## config.mk

```make
export PLATFORM = sky130hd
export DESIGN_NAME = ref_row_fetcher
export DESIGN_NICKNAME = d
export VERILOG_FILES = /design/src/rtl/ref_row_fetcher_pkg.sv /design/src/rtl/ref_row_fetcher_row_aligner.sv /design/src/rtl/ref_row_fetcher.sv
export SDC_FILE = /design/constraint.sdc
export NUM_CORES = 1
export LEC_CHECK = 0
export CAP_MARGIN = 20
export CORE_UTILIZATION = 60
export CTS_CLUSTER_SIZE = 28
export DETAILED_ROUTE_END_ITERATION = 12
export PLACE_DENSITY = 0.86
export SYNTH_ARGS = -nofsm -noshare
export SYNTH_HDL_FRONTEND = slang
export SYNTH_SLANG_ARGS = --single-unit
```

## constraint.sdc

```tcl
create_clock -name clk -period 21.9 [get_ports clk]
set_clock_uncertainty 0.05 [all_clocks]
set_input_delay 4.38 -clock clk [delete_from_list [all_inputs] [get_ports clk]]
set_output_delay 4.38 -clock clk [all_outputs]
set_load 0.01 [all_outputs]
```

## src/rtl/ref_row_fetcher_pkg.sv

```systemverilog
// Shared constants for the reference-window row fetcher: pixel/row geometry,
// filter-tap margin and FSM state encoding.
package ref_row_fetcher_pkg;
  localparam int PIX_W      = 8;
  localparam int ROW_PIX    = 15;
  localparam int NUM_ROWS   = 15;
  localparam int TAP_MARGIN = 3;
  localparam int ROW_W      = PIX_W * ROW_PIX;
  localparam int WORD_W     = 64;
  localparam int WIN_W      = 3 * WORD_W;

  localparam logic [1:0] ST_IDLE = 2'd0;
  localparam logic [1:0] ST_REQ  = 2'd1;
  localparam logic [1:0] ST_LAST = 2'd2;
  localparam logic [1:0] ST_OUT  = 2'd3;
endpackage

```

## src/rtl/ref_row_fetcher_row_aligner.sv

```systemverilog
// Funnel-shifts three memory words down to one 15-pixel row by xs[2:0].
// With REF_ROW_FETCHER_EDGE_PAD_EN, pixels left/right of the frame replicate the edge column.
module ref_row_fetcher_row_aligner
  import ref_row_fetcher_pkg::*;
#(
  parameter int FRAME_W_WORDS = 240,
  parameter int X_W           = 11
) (
  input  logic [WIN_W-1:0]     win,
  input  logic signed [X_W:0]  xs,
  output logic [ROW_W-1:0]     row
);
  logic [WIN_W-1:0] shifted;
  assign shifted = win >> (PIX_W * int'(xs[2:0]));

`ifdef REF_ROW_FETCHER_EDGE_PAD_EN
  localparam int MAX_COL = 8 * FRAME_W_WORDS - 1;
  // Out-of-frame columns only occur when the words were clamped, so word 0
  // byte 0 holds column 0 and word 2 byte 7 holds the last column.
  for (genvar i = 0; i < ROW_PIX; i++) begin : g_pix
    logic signed [X_W+1:0] col;
    assign col = $signed({xs[X_W], xs}) + $signed((X_W+2)'(i));
    always_comb begin
      row[i*PIX_W +: PIX_W] = shifted[i*PIX_W +: PIX_W];
      if (col[X_W+1])
        row[i*PIX_W +: PIX_W] = win[PIX_W-1:0];
      else if (col > $signed((X_W+2)'(MAX_COL)))
        row[i*PIX_W +: PIX_W] = win[WIN_W-1 -: PIX_W];
    end
  end
`else
  logic unused_ok;
  assign unused_ok = ^{xs[X_W:3], 32'(FRAME_W_WORDS)};
  for (genvar i = 0; i < ROW_PIX; i++) begin : g_pix
    assign row[i*PIX_W +: PIX_W] = shifted[i*PIX_W +: PIX_W];
  end
`endif
endmodule

```

## src/rtl/ref_row_fetcher.sv

```systemverilog
// Reads the 15x15 integer-pixel reference window around (x0,y0) and streams it
// one row per valid/ready transfer. Optional macro: REF_ROW_FETCHER_EDGE_PAD_EN.
module ref_row_fetcher
  import ref_row_fetcher_pkg::*;
#(
  parameter int FRAME_W_WORDS = 240,
  parameter int FRAME_H       = 1080,
  parameter int ADDR_W        = 18,
  parameter int X_W           = 11,
  parameter int Y_W           = 11
) (
  input  logic                clk,
  input  logic                rst,
  input  logic                start,
  input  logic [X_W-1:0]      x0,
  input  logic [Y_W-1:0]      y0,
  output logic                busy,
  output logic                done,
  output logic                mem_rd_en,
  output logic [ADDR_W-1:0]   mem_addr,
  input  logic [WORD_W-1:0]   mem_rdata,
  output logic [ROW_W-1:0]    row_out,
  output logic                row_valid,
  input  logic                row_ready,
  output logic [3:0]          row_idx
);
  logic [1:0]        state;
  logic [1:0]        k;
  logic [3:0]        r;
  logic [X_W-1:0]    x0_q;
  logic [Y_W-1:0]    y0_q;
  logic [WORD_W-1:0] w0, w1;
  logic [ROW_W-1:0]  row_asm;

  logic signed [X_W:0]   xs, wcol, wcol_c;
  logic signed [Y_W:0]   ys;
  logic signed [Y_W+1:0] line_s, line_c;

  assign xs     = $signed({1'b0, x0_q}) - $signed((X_W+1)'(TAP_MARGIN));
  assign ys     = $signed({1'b0, y0_q}) - $signed((Y_W+1)'(TAP_MARGIN));
  assign wcol   = (xs >>> 3) + $signed({{(X_W-1){1'b0}}, k});
  assign line_s = $signed({ys[Y_W], ys}) + $signed({{(Y_W-2){1'b0}}, r});

`ifdef REF_ROW_FETCHER_EDGE_PAD_EN
  always_comb begin
    line_c = line_s;
    if (line_s[Y_W+1])                            line_c = '0;
    else if (line_s > $signed((Y_W+2)'(FRAME_H-1))) line_c = (Y_W+2)'(FRAME_H-1);
    wcol_c = wcol;
    if (wcol[X_W])                                      wcol_c = '0;
    else if (wcol > $signed((X_W+1)'(FRAME_W_WORDS-1))) wcol_c = (X_W+1)'(FRAME_W_WORDS-1);
  end
`else
  logic unused_cfg;
  assign unused_cfg = ^32'(FRAME_H);
  assign line_c = line_s;
  assign wcol_c = wcol;
`endif

  assign busy      = (state != ST_IDLE);
  assign mem_rd_en = (state == ST_REQ);
  assign row_valid = (state == ST_OUT);
  assign row_idx   = r;
  assign mem_addr  = mem_rd_en ?
                     ADDR_W'(line_c) * ADDR_W'(FRAME_W_WORDS) + ADDR_W'(wcol_c) : '0;

  // Word k=2 is not registered: it is consumed straight off the bus in LAST.
  ref_row_fetcher_row_aligner #(
    .FRAME_W_WORDS(FRAME_W_WORDS),
    .X_W          (X_W)
  ) u_row_aligner (
    .win(({mem_rdata, w1, w0})),
    .xs (xs),
    .row(row_asm)
  );

  always_ff @(posedge clk) begin
    if (rst) begin
      state   <= ST_IDLE;
      k       <= '0;
      r       <= '0;
      x0_q    <= '0;
      y0_q    <= '0;
      w0      <= '0;
      w1      <= '0;
      row_out <= '0;
      done    <= 1'b0;
    end else begin
      done <= 1'b0;
      case (state)
        ST_IDLE: if (start) begin
          x0_q  <= x0;
          y0_q  <= y0;
          k     <= '0;
          r     <= '0;
          state <= ST_REQ;
        end
        ST_REQ: begin
          // Read data trails its strobe by one cycle.
          if (k == 2'd1) w0 <= mem_rdata;
          if (k == 2'd2) begin
            w1    <= mem_rdata;
            k     <= '0;
            state <= ST_LAST;
          end else begin
            k <= k + 2'd1;
          end
        end
        ST_LAST: begin
          row_out <= row_asm;
          state   <= ST_OUT;
        end
        default: if (row_ready) begin
          if (r == 4'(NUM_ROWS-1)) begin
            r     <= '0;
            done  <= 1'b1;
            state <= ST_IDLE;
          end else begin
            r     <= r + 4'd1;
            state <= ST_REQ;
          end
        end
      endcase
    end
  end
endmodule

```

# ---- Yosys cells after proc, flatten, opt, wreduce, memory -nomap -nowiden
# Cells that the tools add are included.
dict set report classes {
  addsub 7
  multipliers 1
  div 0
  n_lt_le_gt_ge 0
  eq_ne 8
  shift 1
  muxes 14
  bitwise 2
  reduce_logical 13
}
# operator n
set ops {}
lappend ops {{192-bit by 6-bit >> shifter with 120-bit output} 1}
lappend ops {{11-bit by 2-bit subtractor with 12-bit output (second input constant)} 2}
lappend ops {{18-bit adder} 1}
lappend ops {{18-bit by 4-bit multiplier with 14-bit output (second input constant)} 1}
lappend ops {{18-bit 2-to-1 mux} 1}
lappend ops {{12-bit by 5-bit adder with 13-bit output} 1}
lappend ops {{4-bit 2-to-1 mux} 3}
lappend ops {{9-bit by 3-bit adder with 10-bit output} 1}
lappend ops {{2-bit 2-to-1 mux} 5}
lappend ops {{4-bit case mux with 2 select lines} 1}
lappend ops {{2-bit AND reduction} 4}
lappend ops {{2-bit equality test (second input constant)} 3}
lappend ops {{2-bit case mux with 3 select lines} 1}
lappend ops {{3-bit AND reduction} 2}
lappend ops {{2-bit nonzero test} 3}
lappend ops {{5-bit OR reduction} 1}
lappend ops {{4-bit by 1-bit adder with 4-bit output (second input constant)} 1}
lappend ops {{2-bit by 1-bit equality test with 1-bit output (second input constant)} 2}
lappend ops {{4-bit equality test (second input constant)} 1}
lappend ops {{2-bit case mux with 2 select lines} 1}
lappend ops {{4-bit nonzero test} 1}
lappend ops {{2-bit by 1-bit adder with 2-bit output (second input constant)} 1}
lappend ops {{2-bit logical NOT} 1}
lappend ops {{1-bit 2-to-1 mux} 2}
lappend ops {{other kinds (4)} 5}
dict set report totals {
  reg_bits 279
  latchBits 0
  ramBits 0
  romBits 0
  output_inout_bits 146
  memories 0
}

# ---- Longest topological paths before layout
# Gate-level depths: netlist (run 1).
dict set report depth {
  ltp_word 5
  depth_mapped 28
}

# ---- By module
# From an unflattened synthesis (run 1), not the netlist that was laid out.
dict set report unflattened {
  cells_unflattened 2099
  hier_area_um2 18058.6
}
# mod instances cells_per_inst area_each_um2 seq_area_each_um2
set modules_own_cells {}
lappend modules_own_cells {ref_row_fetcher 1 1477 12498.2 5585.4}
lappend modules_own_cells {ref_row_fetcher_row_aligner 1 622 5560.3 0.0}

# ---- Worst setup path before layout (run 1)
# OpenSTA, ideal clock, no wires.
dict set report synth_path {
  kind {register to output}
  start {reg y0_q[0]}
  end {out mem_addr[17]}
  arrival_time_ns 5.780
  required_ns 17.470
  slack_ns 11.690
  stages_incl_launch_ff 26
  cell_sequence {dfxtp_1 > ha_1 > clkbuf_1 > xnor2_1 > ha_1 > a21o_1 > a21oi_1 > nor3_1 > mux2_2 > o41ai_1 > xor2_1 > ha_1 > xnor2_1 > fa_1 > inv_1 > ha_1 > and3_1 > a21oi_1 > o21ai_0 > or2_2 > xor2_1 > ha_1 > nand2_1 > o21ai_0 > xor2_1 > and2_1}
}
dict set report synth_via {
  elab_chain_cells 5
}
# element line_no
set synth_lines {}
lappend synth_lines {{from (decl)} ref_row_fetcher.sv:31} ;# logic [Y_W-1:0] y0_q;
lappend synth_lines {{from (signal assigned)} ref_row_fetcher.sv:93} ;# y0_q <= y0;
lappend synth_lines {{11-bit by 2-bit subtractor with 12-bit output} ref_row_fetcher.sv:40} ;# assign ys = $signed({1'b0, y0_q}) - $signed((Y_W+1)'(TAP_MARGIN));
lappend synth_lines {{12-bit by 5-bit adder with 13-bit output} ref_row_fetcher.sv:42} ;# assign line_s = $signed({ys[Y_W], ys}) + $signed({{(Y_W-2){1'b0}}, r});
lappend synth_lines {{18-bit by 4-bit multiplier with 14-bit output} ref_row_fetcher.sv:65} ;# ADDR_W'(line_c) * ADDR_W'(FRAME_W_WORDS) + ADDR_W'(wcol_c) : '0;
lappend synth_lines {{18-bit adder} ref_row_fetcher.sv:65}
lappend synth_lines {{18-bit 2-to-1 mux} ref_row_fetcher.sv:64} ;# assign mem_addr = mem_rd_en ?
lappend synth_lines {{to (decl)} ref_row_fetcher.sv:20} ;# output logic [ADDR_W-1:0] mem_addr,
# Every way passes these cells.

# ---- Final worst setup path (run 1)
# Same ends and word-level chain as after synthesis.

==> flow_metrics.tcl, run 1 <==
set metrics [dict create \
    cellLeakagePower_uw 0.00675 \
    gr-usage-met2_pct 60.6 \
    startpoint "y0_q[0]$_SDFFE_PP0P_" \
    first_global_vias 14900 \
    routabilityCongestion 0.988 \
    fp.coreArea_mm2 0.0278 \
    wl_per_cell_um 22.0 \
    drt_iter0_drc 1992 \
    drc 0 \
    ys_ff_latch 279 \
    clk_path_buf_depth 3 \
    die_h_um 170 \
    synth_top_family_by_area "multiplexers" \
    synthMuxAreaShare_pct 20.2 \
    slew_viol_final 0 \
    cts_tree "yes" \
    synth_area_leader_cell "dfxtp_1" \
    ys.flop_type "dfxtp_1" \
    fin_cells 2477 \
    r2r_setup_slack_ns 17.73 \
    synth_area_leaders "dfxtp_1 (33%), mux4_2 (14%), nand2_1 (9.4%)" \
    area_delta_synth_final_pct 20.1 \
    endpoint "mem_addr[17]" \
    yosysWarnings 0 \
    drive_gt1_share_pct 9.10 \
    tightest_slew_ns 1.11 \
    wirelength_um 54400 \
    holdCritPathClass "reg2reg" \
    first_pass_iters 6 \
    cp-start-kind "flop" \
    timing.rr.start "x0_q[0]$_SDFFE_PP0P_" \
    crit_fanout 9 \
    cts_resized 0 \
    finalSetupTns_ns 0 \
    finalSetupViolations 0 \
    grt_overflow 0 \
    die_w_um 170 \
    post-route-period-util_pct 53.8 \
    numPortBuffers 235 \
    critPathCaptureType "output port" \
    yosys.area_share.xor_xnor_pct 3.26 \
    min_path_cells 2 \
    cp.required_ns 17.47 \
    grt.met1_usage_pct 47.0 \
    grtUsageMet3_pct 6.26 \
    io_pins 236 \
    clk_latency_ns 0.57 \
    root_buffer "clkbuf_16" \
    reg2reg_to "row_out[65]$_SDFFE_PP0P_" \
    synth.avg_cell_area_um2 8.67 \
    vias 15800 \
    path_class "reg2out" \
    antenna_cells 0 \
    cts_made_buffers 31 \
    dp.cells 2420 \
    grt_max_degree 177 \
    netlist_area_mm2 0.0170 \
    cts_hold_buffers 0 \
    clk_pin_slew_ns 0.06 \
    antenna_left 0 \
    hold_viol 0 \
    cts_num_sinks 279 \
    synth-edff-count 0 \
    yosys.area_share.adder_pct 5.40 \
    finish.utilization_pct 73.3 \
    drv_cap 0 \
    powerDensity_mw_per_mm2 207 \
    dieArea_mm2 0.0289 \
    ys_types 61 \
    syn_nets 2109 \
    relSlewSlack_pct 26.3 \
    synth_top_area_share_pct 32.9 \
    status "completed" \
    synthCells 1957 \
    fmax_mhz 84.9 \
    period_needed_ns 11.78 \
    vias_per_cell 6.39 \
    dp_hpwl_um 39000 \
    grt_pass1_wl_um 82600 \
    grt_busiest_layer "met2" \
    cts_max_level 1 \
    rows 61 \
    layout.nets 2229 \
    synth-async-reset-ratio_pct 0 \
    synth-compound-area-share_pct 15.8 \
    r2r_cells 7 \
    max-vdd-ir-drop_uv 349 \
    rsz0062_at_grt "no" \
    antenna_found_initial 1 \
    grt.total_usage_pct 37.2 \
    ys_seq_area_share_pct 32.9 \
    initial_core_util_pct 61.0 \
    cts_setup_buffers 0 \
    synthSimpleGateAreaFrac_pct 17.3 \
    critPathArrivalTime_ns 7.35 \
]
## power by group
| part | total, uW | internal, uW | switching, uW |
|---|---|---|---|
| Combinational | 2980 | 1430 | 1560 |
| Clock | 525 | 312 | 213 |
| Sequential | 701 | 606 | 95.6 |
| Total | 4210 | 2340 | 1870 |
## cell type report
class / count / area [um2]
Inverter: 58 / 218
Multi-Input combinational cell: 1456 / 10600
Fill cell: 2035 / 7410
Sequential cell: 279 / 5590
Clock inverter: 11 / 111
Clock buffer: 44 / 916
Tap cell: 378 / 473
Timing Repair Buffer: 251 / 2500
## placed cells by master, fill, tap and decap left out, types with 19 or more instances in the layout
master	n
nand2_1	425
dfxtp_1	278
clkdlybuf4s50_1	234
a21oi_1	212
nor2_1	155
mux2i_1	107
mux4_2	104
a211oi_1	99
inv_1	58
a311oi_1	56
ha_1	44
nor2b_1	35
xnor2_1	32
clkbuf_16	32
xor2_1	24
nor3_1	19
## synth_stat cells (17+ instances only)
cell type  instances
nand2_1          425
dfxtp_1          279
a21oi_1          212
nor2_1           155
clkbuf_1         129
mux2i_1          107
mux4_2           104
a211oi_1          99
inv_1             58
a311oi_1          56
ha_1              46
nor2b_1           35
xnor2_1           33
buf_1             30
xor2_1            25
nor3_1            19
o21ai_0           17
## through the flow
| stage | setup slack [ns] | total power [uW] | hold slack [ns] | instance area [um2] |
|---|---|---|---|---|
| after floorplan | 11.69 | 2870 | 0.383 | 17000 |
| after global placement | 10.96 | 3530 | 0.390 | 19300 |
| after detailed placement | 10.74 | 3660 | 0.398 | 19300 |
| after CTS | 10.16 | 4190 | 0.406 | 20300 |
| after global routing | 9.60 | 4540 | 0.433 | 20400 |
| final | 10.12 | 4210 | 0.412 | 20400 |
## logic make-up after synthesis
family / Yosys count
flops: 279
xor+xnor: 60
simple gates: 700
compound gates: 420
mux: 212
buf+inv: 222
fa+ha+maj: 64
## worst max-delay path, stage by stage, from the launching register on
cell and delay, ns:
dfxtp_1 0.41, ha_1 0.39, xnor2_1 0.11, ha_1 0.36, a21o_1 0.14, a21oi_1 0.10, nor3_1 0.42, mux2_2 0.40
o41ai_1 0.31, xor2_1 0.45, ha_1 0.35, xnor2_1 0.16, fa_1 0.54, inv_1 0.04, ha_1 0.34, and3_1 0.19
a21oi_1 0.12, o21ai_0 0.12, or2_2 0.30, xor2_1 0.14, ha_1 0.33, nand2_1 0.06, o21ai_0 0.20, xor2_1 0.17
and2_1 0.14, clkdlybuf4s50_1 0.53
## flip-flops by register name, summed over array words and instances, names as in the netlist, 2 cells and up
register / count
row_out: 120
w0: 64
w1: 64
x0_q: 11
y0_q: 11
row_idx: 4
k: 2
state: 2
## per-layer routing
metal / vias up / part of all wire [%]
met2: 875 / 47
li1: 7189 / -
met5: - / 0.035
met4: 2 / 5.9
met1: 7591 / 38
met3: 183 / 9.5
## worst min path at each step
stage | start | end | slack [ns]
2_1_floorplan | w0[0]$_SDFFE_PP0P_ | w0[0]$_SDFFE_PP0P_ | 0.38
3_3_place_gp | w0[3]$_SDFFE_PP0P_ | w0[3]$_SDFFE_PP0P_ | 0.39
3_5_place_dp | w0[6]$_SDFFE_PP0P_ | w0[6]$_SDFFE_PP0P_ | 0.40
4_1_cts | w0[6]$_SDFFE_PP0P_ | w0[6]$_SDFFE_PP0P_ | 0.41
5_1_grt | w0[5]$_SDFFE_PP0P_ | w0[5]$_SDFFE_PP0P_ | 0.43
6_report | w0[4]$_SDFFE_PP0P_ | w0[4]$_SDFFE_PP0P_ | 0.41
No activity file was read; power rests on OpenSTA's default activity.
==> inputs of run 2 (changes only) <==
--- a/config.mk
+++ b/config.mk
@@ -6,10 +6,10 @@
 export NUM_CORES = 1
 export LEC_CHECK = 0
 export CAP_MARGIN = 20
-export CORE_UTILIZATION = 60
+export CORE_UTILIZATION = 56
 export CTS_CLUSTER_SIZE = 28
 export DETAILED_ROUTE_END_ITERATION = 12
-export PLACE_DENSITY = 0.86
+export PLACE_DENSITY = 0.81
 export SYNTH_ARGS = -nofsm -noshare
 export SYNTH_HDL_FRONTEND = slang
 export SYNTH_SLANG_ARGS = --single-unit
==> constraint.sdc (replaced) <==
create_clock -name clk -period 12 [get_ports clk]
set_clock_uncertainty 0.05 [all_clocks]
set_input_delay 2.4 -clock clk [delete_from_list [all_inputs] [get_ports clk]]
set_output_delay 2.4 -clock clk [all_outputs]
set_load 0.01 [all_outputs]
==> flow_metrics.tcl, run 2 (synthesis results as in run 1) <==
set metrics [dict create \
    status "completed" \
    wirelength_um 54600 \
    top_register "row_out" \
    grt_overflow 0 \
    cts_setup_buffers 0 \
    clk_latency_ns 0.57 \
    rows 63 \
    cellLeakagePower_uw 0.00673 \
    cts_num_sinks 279 \
    fmax_mhz 101 \
    post-route-period-util_pct 82.6 \
    first_pass_iters 6 \
    highest_layer "met5" \
    initial_core_util_pct 57.1 \
    drt_iter0_drc 1645 \
    drt-met1-wl_um 20600 \
    cts_hold_buffers 0 \
    dp_hpwl_um 40000 \
    crit_fanout 9 \
    io_pins 236 \
    finalSetupViolations 0 \
    cts_made_buffers 31 \
    hold-path-endpoint "w0[3]$_SDFFE_PP0P_" \
    numPortBuffers 235 \
    clk_path_buf_depth 3 \
    tightest_slew_ns 1.11 \
    path_class "reg2out" \
    clk_pin_slew_ns 0.06 \
    max-vdd-ir-drop_uv 621 \
    cp.required_ns 9.55 \
    first_global_vias 14700 \
    cts_max_level 1 \
    hold_viol 0 \
    antenna_cells 0 \
    die_w_um 176 \
    place_area_mm2 0.0193 \
    critPathCaptureType "output port" \
    fp.coreArea_mm2 0.0297 \
    layout.nets 2229 \
    route.met2.wl_um 25500 \
    n_fill_cell 2347 \
    vias_per_cell 6.30 \
    cp-start-kind "flop" \
    min_from "w0[3]$_SDFFE_PP0P_" \
    holdCritPathClass "reg2reg" \
    mostFrequentLayoutCells "nand2_1 (425), dfxtp_1 (278), clkdlybuf4s50_1 (234)" \
    critPathArrivalTime_ns 7.46 \
    period_needed_ns 9.91 \
    grt_max_degree 108 \
    timing.rr.start "x0_q[0]$_SDFFE_PP0P_" \
    cts_tree "yes" \
    met3_length_um 5730 \
    vias 15700 \
    drive_gt1_share_pct 9.05 \
    final_area_mm2 0.0203 \
    layout_commonest_cell "nand2_1" \
    slew_viol_final 0 \
    antenna_left 0 \
    reg2reg_to "row_out[59]$_SDFFE_PP0P_" \
    antenna_found_initial 1 \
    finalSetupTns_ns 0 \
    drv_cap 0 \
    largestRegisters "row_out x120, w0 x64, w1 x64" \
    wl_per_cell_um 21.9 \
    rsz0062_at_grt "no" \
    grt_pass1_wl_um 82500 \
    r2r_setup_slack_ns 7.30 \
    die_h_um 176 \
    dieArea_mm2 0.0310 \
    cts_resized 0 \
    relSlewSlack_pct 26.2 \
    min_path_cells 2 \
    r2r_cells 6 \
    drc 0 \
    power.total_uw 7710 \
    root_buffer "clkbuf_16" \
    area_delta_synth_final_pct 20.0 \
    routabilityCongestion 0.984 \
    largest_register_ffs 120 \
    powerDensity_mw_per_mm2 379 \
    grt.total_usage_pct 34.4 \
]
-- run 2: report_power, final --
group	switching [uW]	total, uW	leakage, uW	internal [uW]
logic	2890	5480	0.00397	2600
clock network	388	937	0.000493	549
registers	181	1290	0.00226	1110
-- run 2: layer usage --
layer / GRT usage, % / up-vias
met5: 0 / -
met2: 56.6 / 815
met4: 15.9 / 2
met3: 8.68 / 170
li1: - / 7181
met1: 42.4 / 7501
-- run 2: layout make-up --
cell class                      count  area [um2]  area share, %
Clock buffer                       46         922           4.53
Timing Repair Buffer              251        2480           12.2
Multi-Input combinational cell   1456       10600           51.9
Sequential cell                   279        5590           27.5
Inverter                           58         218           1.07
Tap cell                          390         488           2.40
Clock inverter                      9        82.6          0.406
-- run 2: metrics by stage --
step	hold WS, ns	setup WS, ns	util [%]	std cells
2_1_floorplan	0.383	3.77	-	1957
3_3_place_gp	0.390	2.97	65.0	2433
3_5_place_dp	0.396	2.76	65.0	2433
4_1_cts	0.404	2.17	68.4	2488
5_1_grt	0.426	1.50	68.5	2489
6_report	0.402	2.09	68.5	2489
-- run 2: how the worst max path moves through the flow --
stage,start,end,slack (ns),depth (start not counted)
after global routing,y0_q[0]$_SDFFE_PP0P_,mem_addr[17],1.50,22
after global placement,y0_q[0]$_SDFFE_PP0P_,mem_addr[17],2.97,25
after floorplan,y0_q[0]$_SDFFE_PP0P_,mem_addr[17],3.77,25
final,y0_q[0]$_SDFFE_PP0P_,mem_addr[17],2.09,22
after detailed placement,y0_q[0]$_SDFFE_PP0P_,mem_addr[17],2.76,22
after CTS,y0_q[0]$_SDFFE_PP0P_,mem_addr[17],2.17,22
-- run 2: worst max-delay path, stage by stage, from the launching register on --
cell and delay [ns]:
dfxtp_1 0.42, ha_1 0.40, xnor2_1 0.11, ha_1 0.36
a21o_1 0.13, a21oi_1 0.09, nor3_1 0.45, mux2_2 0.39
o41ai_1 0.30, xor2_1 0.45, ha_1 0.34, xnor2_1 0.16
fa_1 0.53, inv_1 0.04, ha_1 0.34, a21boi_0 0.42
nor2_1 0.11, ha_1 0.25, o41ai_1 0.58, o21ai_0 0.21
xor2_1 0.17, and2_1 0.13, clkdlybuf4s50_1 0.53
